[src/rtl/fetch_unit.sv]
// Fetch stage of the pipelined MIPS core: owns the PC, selects next-PC and drives the
// synchronous instruction BRAM, presenting instruction, PC+8 and fetch cause to F/D.
module fetch_unit #(
  parameter logic [31:0] RESET_PC   = 32'h0000_3000,
  parameter logic [31:0] HANDLER_PC = 32'h0000_4180,
  parameter logic [31:0] IM_BASE    = 32'h0000_3000,
  parameter logic [31:0] IM_TOP     = 32'h0000_6FFC,
  parameter int          IM_AW      = 12
) (
  input  logic             clk,
  input  logic             rst,
  input  logic             f_en,
  input  logic             redirect_valid,
  input  logic [31:0]      redirect_pc,
  input  logic             exc_req,
  input  logic             eret_req,
  input  logic [31:0]      epc,
  output logic [IM_AW-1:0] im_addr,
  input  logic [31:0]      im_rdata,
  output logic [31:0]      pc_f,
  output logic [31:0]      instr_f,
  output logic [31:0]      pc8_f,
  output logic [31:0]      cause_f
);

  localparam logic [31:0] CAUSE_ADEL = 32'h0000_0010;  // ExcCode 4 in bits [6:2]

  logic [31:0] next_pc;
  logic        next_adel;
  logic [31:0] pc_q;
  logic [31:0] pc8_q;
  logic [31:0] cause_q;
  logic        adel_q;

  // NOTE: combinational blocks use blocking assignments and give every output a
  // value on every path, so no latch can be inferred.
  always_comb begin
    next_pc = pc_q + 32'd4;
    if (!rst)                next_pc = RESET_PC;
    else if (exc_req)        next_pc = HANDLER_PC;
    else if (eret_req)       next_pc = epc;
    else if (!f_en)          next_pc = pc_q;
    else if (redirect_valid) next_pc = redirect_pc;
  end

  assign next_adel = (next_pc[1:0] != 2'b00) || (next_pc < IM_BASE) || (next_pc > IM_TOP);

  // Driven straight from next_pc: the BRAM is the only register on the instruction path,
  // so its output in a cycle belongs to the pc_f of that same cycle.
  assign im_addr = next_pc[IM_AW+1:2];

  // Reset is folded into the next_pc mux, so every register picks up its reset value
  // on the same synchronous edge without a separate reset branch here.
  // NOTE: sequential state uses non-blocking assignments so all registers update together.
  always_ff @(posedge clk) begin
    pc_q    <= next_pc;
    pc8_q   <= next_pc + 32'd8;
    adel_q  <= next_adel;
    cause_q <= next_adel ? CAUSE_ADEL : 32'h0;
  end

  assign pc_f    = pc_q;
  assign pc8_f   = pc8_q;
  assign cause_f = cause_q;
  assign instr_f = adel_q ? 32'h0 : im_rdata;

endmodule

[config.mk]
export PLATFORM = sky130hd
export DESIGN_NAME = fetch_unit
export DESIGN_NICKNAME = d
export VERILOG_FILES = /design/src/rtl/fetch_unit.sv
export SDC_FILE = /design/constraint.sdc
export NUM_CORES = 1
export LEC_CHECK = 0
export ABC_AREA = 1
export CAP_MARGIN = 0
export CORE_MARGIN = 2
export CORE_UTILIZATION = 30
export DETAILED_ROUTE_END_ITERATION = 8
export GPL_TIMING_DRIVEN = 0
export PLACE_DENSITY_LB_ADDON = 0.1
export SLEW_MARGIN = 0
export SYNTH_ARGS = -nofsm -noshare
export SYNTH_HDL_FRONTEND = slang
export SYNTH_SLANG_ARGS = --single-unit
[constraint.sdc]
create_clock -name clk -period 2.1 [get_ports clk]
set_input_delay 0.42 -clock clk [delete_from_list [all_inputs] [get_ports clk]]
set_output_delay 0.42 -clock clk [all_outputs]
set_load 0.02 [all_outputs]
==> summary.md, run 1 <==
| Metric | Value |
|---|---|
| Pwr/cell area | ~460 nW/um2 |
| Worst Clk Skew | 0.00657 ns |
| Via Count | approximately 6600 |
| CP Capture Type | primary output |
| Pre-CTS setup slack | -1.49 ns |
| Routed WL per cell | about 16 um |
| Failing checks | setup timing |
| Area grow syn2layout | 89.2% |
| I/O pin cnt | 242 |
| Avg Synthesized Cell Area | approximately 5.8 um2 |
| Filler cells | around 1500 |
| Area of the mapped netlist | between 5000 and 6000 um2 |
| Period utilization | 116% |
| Fmax | approximately 410 MHz |
| Initial antenna violation count | 0 |
| Final setup fails | 35 |
| DIE AREA | between 15000 and 20000 um2 |
| Cell Chain, Critical Path | buf_4 -> nand3_4 -> buf_4 -> nor2_4 -> nand2_1 -> nand3_1 -> nand3_1 -> nand2_2 -> nand2_2 -> nand2_4 -> inv_2 -> buf_6 -> buf_6 |
| Vias in the first global route | roughly 6000 |
| Root Buffer | clkbuf_16 |
| Max stage delay cell, worst path | dfxtp_4 |
| Clk sinks | 62 |
| DRT Pass-1 Iters | 7 |
| Clock latency on the worst-skew pair | roughly 0.34 ns |
| Antenna diodes | 0 |
| Max H-tree Level | 3 |
| Die width | ~130 um |
| Fin. max-slew vios | 0 |
| Grt ovf | 0 |
| Fin crit period | about 2.4 ns |
| Post-Layout Inst Area | 9570 um2 |
| Final HPWL DP | 16600 um |
| Rows | 47 |
| Starting Density | a little under a third |
| Final hold vios | 0 |
| Setup CP Type | register to primary output |
| Worst Path Arrival | 2.01 ns |
| Post-DP Area | 7590 um2 |
| RSZ-0062 raised after global routing | true |
| 1st-iter DRT viols | about 420 |
| Register bit total from synthesis | 62 |
| Layout Cells excl Fill | 1432 |
| Worst setup SP type | register |
| CTS Buf Count | 9 |
| Gate Count Post-Synth | about 870 |
| IO Port Bufs | 210 |
| Fin util | 57.9% |
| Worst setup margin | -0.335 ns |
| Pin count of the biggest net entering global routing | 11 |
| Dpl cells | between 1000 and 1500 |
| Maximum VDD drop | 0.000438 V |
| Min-Delay Path Class | input pin to register |
| WP data required | 1.68 ns |
| Total track usage | about a quarter |
| CP max stage delay | 0.40 ns |
| Lkg Pwr | 4.78 nW |
| Drt total wl | 22400 um |
| Seq/Total Area, Yosys | around a quarter |
| Reg clk slew, reported paths | roughly 0.050 ns |
| CTS Buffer Depth | 2 |
| Share of cells above drive strength 1 | between 30 and 40% |
| First-pass GRT wire length | between 30000 and 40000 um |
| Vias per cell | about 4.6 |
| RD Place Congestion | 0.891 |
| Status | complete, but fails checks |
| Core area | ~17000 um2 |
| YS warnings | 0 |
| Final ANT Viol Nets | 0 |
| CTS tree | yes |
| Die Ht | around 130 um |
| Synth unique cells | 40 |
| Net count, final | 1311 |
| Remaining DRCs | 0 |
| Critical path fanouts, max | 4 |
| Max cap viols | 0 |
## cell type report
class | instances | area [um2] | share of cell area (%)
multi-input combinational | 650 | 3780 | 39.5
timing repair buffer | 297 | 2880 | 30.1
sequential | 62 | 1300 | 13.6
buffer | 63 | 517 | 5.40
inverter | 124 | 479 | 5.01
tap | 220 | 275 | 2.88
clock buffer | 13 | 270 | 2.82
clock inverter | 3 | 65.1 | 0.680
## cells in the final DEF, fill, tap and decap left out, types with 14 or more instances in the layout
cell / Yosys / final
buf_4: 48 / 108
dfxtp_1: 62 / 37
inv_1: 111 / 102
nand3_1: 60 / 44
nor2_2: 15 / 27
nand2_2: 15 / 43
inv_2: 11 / 15
nand2_1: 239 / 186
nor2_4: 8 / 36
dlymetal6s2s_1: 0 / 19
nand2_4: 1 / 26
a21oi_1: 26 / 24
buf_6: 0 / 41
clkdlybuf4s50_1: 0 / 173
nand3_2: 5 / 14
nor2_1: 162 / 122
conb_1: 1 / 31
nand4_1: 17 / 17
## final timing paths
path	depth (start not counted)	slack, ns	to	startpoint
setup / recovery	13	-0.33	im_addr[7]	pc8_f[2]
hold / removal	3	0.54	pc_f[14]	rst
setup reg to reg	19	-0.31	pc8_f[12]	pc8_f[2]
hold reg to reg	2	0.59	pc8_f[1]	pc8_f[1]
## state kept, by name, indices dropped and copies added (netlist names)
signal / cells
cause_f: 1
pc8_f: 32
pc_f: 29
## power breakdown
| part | leakage (nW) | internal (mW) | switching (mW) | total, mW |
|---|---|---|---|---|
| clock network | 0.166 | 1.13 | 0.532 | 1.67 |
| logic | 4.09 | 0.662 | 0.732 | 1.39 |
| registers | 0.522 | 1.25 | 0.0799 | 1.33 |
## metal layers
metal | part of all wire [%] | up-vias | global-route usage (%)
li1 | - | 3281 | -
met1 | 41 | 2983 | 29.8
met2 | 50 | 277 | 40.8
met3 | 6.1 | 41 | 3.51
met4 | 2.7 | 0 | 8.98
met5 | 0 | - | 0
## timing repair
action	4_1_cts	5_1_grt
gates resized for setup	260	147
setup endpoints to repair	83	58
buffers inserted	62	26
pin swaps	60	63
hold endpoints to repair	0	0
hold buffers	0	0
## critical path: cells and delay by family, from the launching register on
family | cells | cell delay [ns]
simple gates | 8 | 0.74
flops | 1 | 0.40
buf+inv | 5 | 0.55
## cells by family after synthesis
family	Yosys count	share of synthesized area (%)
adders and majority gates	2	0.495
buffers and inverters	190	17.9
other	1	0.0741
and+or+nand+nor	539	47.1
DFF	62	24.5
muxes	2	0.396
xor gates and xnor gates	14	2.42
AOI/OAI and AO/OA	62	7.05
## Yosys cell counts (all sizes together)
cell type  number  area, um2
a211oi          1       7.51
a21oi          28        155
and2            1       6.26
buf            59        414
clkbuf          7       26.3
clkinv          2       8.75
conb            1       3.75
dfxtp          62       1240
ha              2       25.0
inv           122        458
mux2i           2       20.0
nand2         255       1000
nand3          67        385
nand4          17        106
nor2          185        792
nor3            8       50.1
nor3b           1       7.51
o211ai          1       7.51
o21ai          22        110
o21bai          4       30.0
o221ai          1       8.76
o22a            2       17.5
o22ai           2       12.5
o31ai           1       7.51
or2             5       31.3
xor2           14        123
## stage by stage
stage               hold slack (ns)  TNS (ns)  power [mW]
floorplan                     0.560    -0.331        1.93
global placement              0.581    -45.75        2.49
detailed placement            0.589    -44.44        2.48
CTS                           0.565     -6.61        4.29
global route                  0.543    -11.12        4.56
finish                        0.535     -7.31        4.38
No activity file was read; power rests on OpenSTA's default activity.
==> run 2: changes to the inputs <==
Clock period 2.1 ns to 2.6 ns, I/O delays scaled along.
==> run 2 against run 1 <==
Against the previous run:
- the flow now finishes without violations
- sequential power decreased by 20%
- cell area down 12%
- clock-buffer cell count shrank 1
- clock skew increased by 0.0028 ns
- largest power group unchanged
- highest routed layer unchanged
==> summary.md, run 2 (same netlist as run 1, synthesis figures left out) <==
| Metric | Value |
|---|---|
| Antenna diodes | 0 (unchanged) |
| Initial antenna violation count | 0 (unchanged) |
| Status | complete, no violations (was complete, but fails checks) |
| Setup tns final | 0 ns (was -7.31 ns) |
| Die width | 134 um (unchanged) |
| RD Place Congestion | 0.912 (was 0.891) |
| WP data required | 2.08 ns (was 1.68 ns) |
| Total track usage | 22.3% (was 23.7%) |
| Worst Clk Skew | 0.00934 ns (was 0.00657 ns) |
| Final ANT Viol Nets | 0 (unchanged) |
| Critical path fanouts, max | 7 (was 4) |
| Pwr/cell area | 375 nW/um2 (was 458 nW/um2) |
| Drt total wl | 20800 um (was 22400 um) |
| Root Buffer | clkbuf_16 (unchanged) |
| Post-Layout Inst Area | 8390 um2 (was 9570 um2) |
| Remaining DRCs | 0 (unchanged) |
| Clk sinks | 62 (unchanged) |
| Worst setup margin | 0.0754 ns (was -0.335 ns) |
| Setup CP Type | register to primary output (unchanged) |
| Rows | 47 (unchanged) |
| CTS tree | yes (unchanged) |
| Share of cells above drive strength 1 | 21.7% (was 33.3%) |
| Dpl cells | 1332 (unchanged) |
| Min-Delay Path Class | input pin to register (unchanged) |
| Final setup fails | 0 (was 35) |
| I/O pin cnt | 242 (unchanged) |
| Maximum VDD drop | 0.000320 V (was 0.000438 V) |
| IO Port Bufs | 210 (unchanged) |
| Pin count of the biggest net entering global routing | 11 (unchanged) |
| CTS Buffer Depth | 2 (unchanged) |
| RSZ-0062 raised after global routing | true (unchanged) |
| Period utilization | 97.1% |
| Net count, final | 1262 (was 1311) |
| Vias in the first global route | 5564 (was 6085) |
| Lkg Pwr | 3.87 nW (was 4.78 nW) |
| Worst setup SP type | register (unchanged) |
| Grt ovf | 0 (unchanged) |
| Core area | 16500 um2 (unchanged) |
| Starting Density | 30.6% (unchanged) |
| Vias per cell | 4.40 (was 4.60) |
| Commonest non-fill, non-tap cell in the layout | nand2_1 (unchanged) |
| First-pass GRT wire length | 30700 um (was 32800 um) |
| Most frequent cells in the layout | nand2_1 (222), clkdlybuf4s50_1 (193), nor2_1 (150) (was nand2_1 (186), clkdlybuf4s50_1 (173), nor2_1 (122)) |
| Fmax | between 300 and 400 MHz |
| Die Ht | 134 um (unchanged) |
| Fin. max-slew vios | 0 (unchanged) |
| Final HPWL DP | 16600 um (about the same) |
| Area grow syn2layout | 66.0% (was 89.2%) |
| Post-DP Area | 7550 um2 (was 7590 um2) |
| Final hold vios | 0 (unchanged) |
| Worst Path Arrival | 2.00 ns (was 2.01 ns) |
| Routed WL per cell | 15.0 um (was 15.6 um) |
| DRT Pass-1 Iters | 5 (was 7) |
| Max H-tree Level | 3 (unchanged) |
| Filler cells | 1720 (was 1545) |
| Layout Cells excl Fill | 1383 (was 1432) |
| Pre-CTS setup slack | -1.22 ns (was -1.49 ns) |
| Clock latency on the worst-skew pair | 0.33 ns (was 0.34 ns) |
| CP Capture Type | primary output (unchanged) |
| Fin Hold WS | 0.598 ns (was 0.535 ns) |
| 1st-iter DRT viols | 427 (was 415) |
| CTS Buf Count | 9 (unchanged) |
| Via Count | 6092 (was 6582) |
| Fin crit period | between 2 and 3 ns |
| Max cap viols | 0 (unchanged) |
| Max reg flops | 32 (unchanged) |
| Reg clk slew, reported paths | 0.05 ns (about the same) |
| DIE AREA | 17900 um2 (unchanged) |
run 2: stage by stage:
stage,utilization (%),power (mW)
after floorplan,-,1.56
after global placement,45.7,2.01
after detailed placement,45.7,2.01
after CTS,48.6,3.12
after global routing,50.8,3.29
final,50.8,3.15
run 2: area by class of cell:
type | instances | area [um2] | area share [%]
Multi-Input combinational cell | 650 | 3280 | 39.1
Timing Repair Buffer | 246 | 2330 | 27.7
Sequential cell | 62 | 1280 | 15.2
Buffer | 65 | 489 | 5.83
Inverter | 124 | 472 | 5.62
Tap cell | 220 | 275 | 3.28
Clock buffer | 12 | 246 | 2.94
Clock inverter | 4 | 22.5 | 0.268
run 2: per-layer routing:
| metal | vias to the layer above | share of wire [%] | global-route usage (%) | wire, um |
|---|---|---|---|---|
| li1 | 3178 | - | - | - |
| met1 | 2717 | 44 | 29.1 | 9210 |
| met2 | 180 | 49 | 38.1 | 10200 |
| met3 | 17 | 5.2 | 3.06 | 1080 |
| met4 | 0 | 1.5 | 7.03 | 307 |
| met5 | - | 0 | 0 | 0 |
run 2: timing repair:
item                                    CTS  global route
resized for setup                        93            86
pin swaps                                 5            26
cloned                                    0             0
endpoints found under the setup margin   35            31
buffers inserted                         10            27
hold buffers                              0             0
run 2: critical path, cell delays in order, from the launching register on:
cell and delay, ns:
dfxtp_4 0.40, nand2_2 0.10, inv_1 0.06, nand2_1 0.07
nor2_4 0.12, nand3_1 0.08, nand3_1 0.07, nand2_1 0.05
nand2_1 0.11, nand2_1 0.08, nand2_2 0.13, nand2_4 0.11
buf_4 0.15, clkbuf_2 0.14
run 2: worst paths after layout:
path | from | end | slack (ns) | cells past startpoint
worst max register to register | pc8_f[2] | pc8_f[21] | 0.17 | 15
worst min-delay path | rst | pc_f[13] | 0.60 | 2
worst max-delay path | pc_f[5] | im_addr[11] | 0.08 | 13
worst min register to register | pc8_f[0] | pc8_f[0] | 0.60 | 2
run 2: report_power, final:
| part | switching (mW) | internal [mW] | leakage [nW] |
|---|---|---|---|
| combinational | 0.527 | 0.464 | 3.22 |
| clock | 0.424 | 0.665 | 0.132 |
| sequential | 0.0629 | 1.01 | 0.518 |
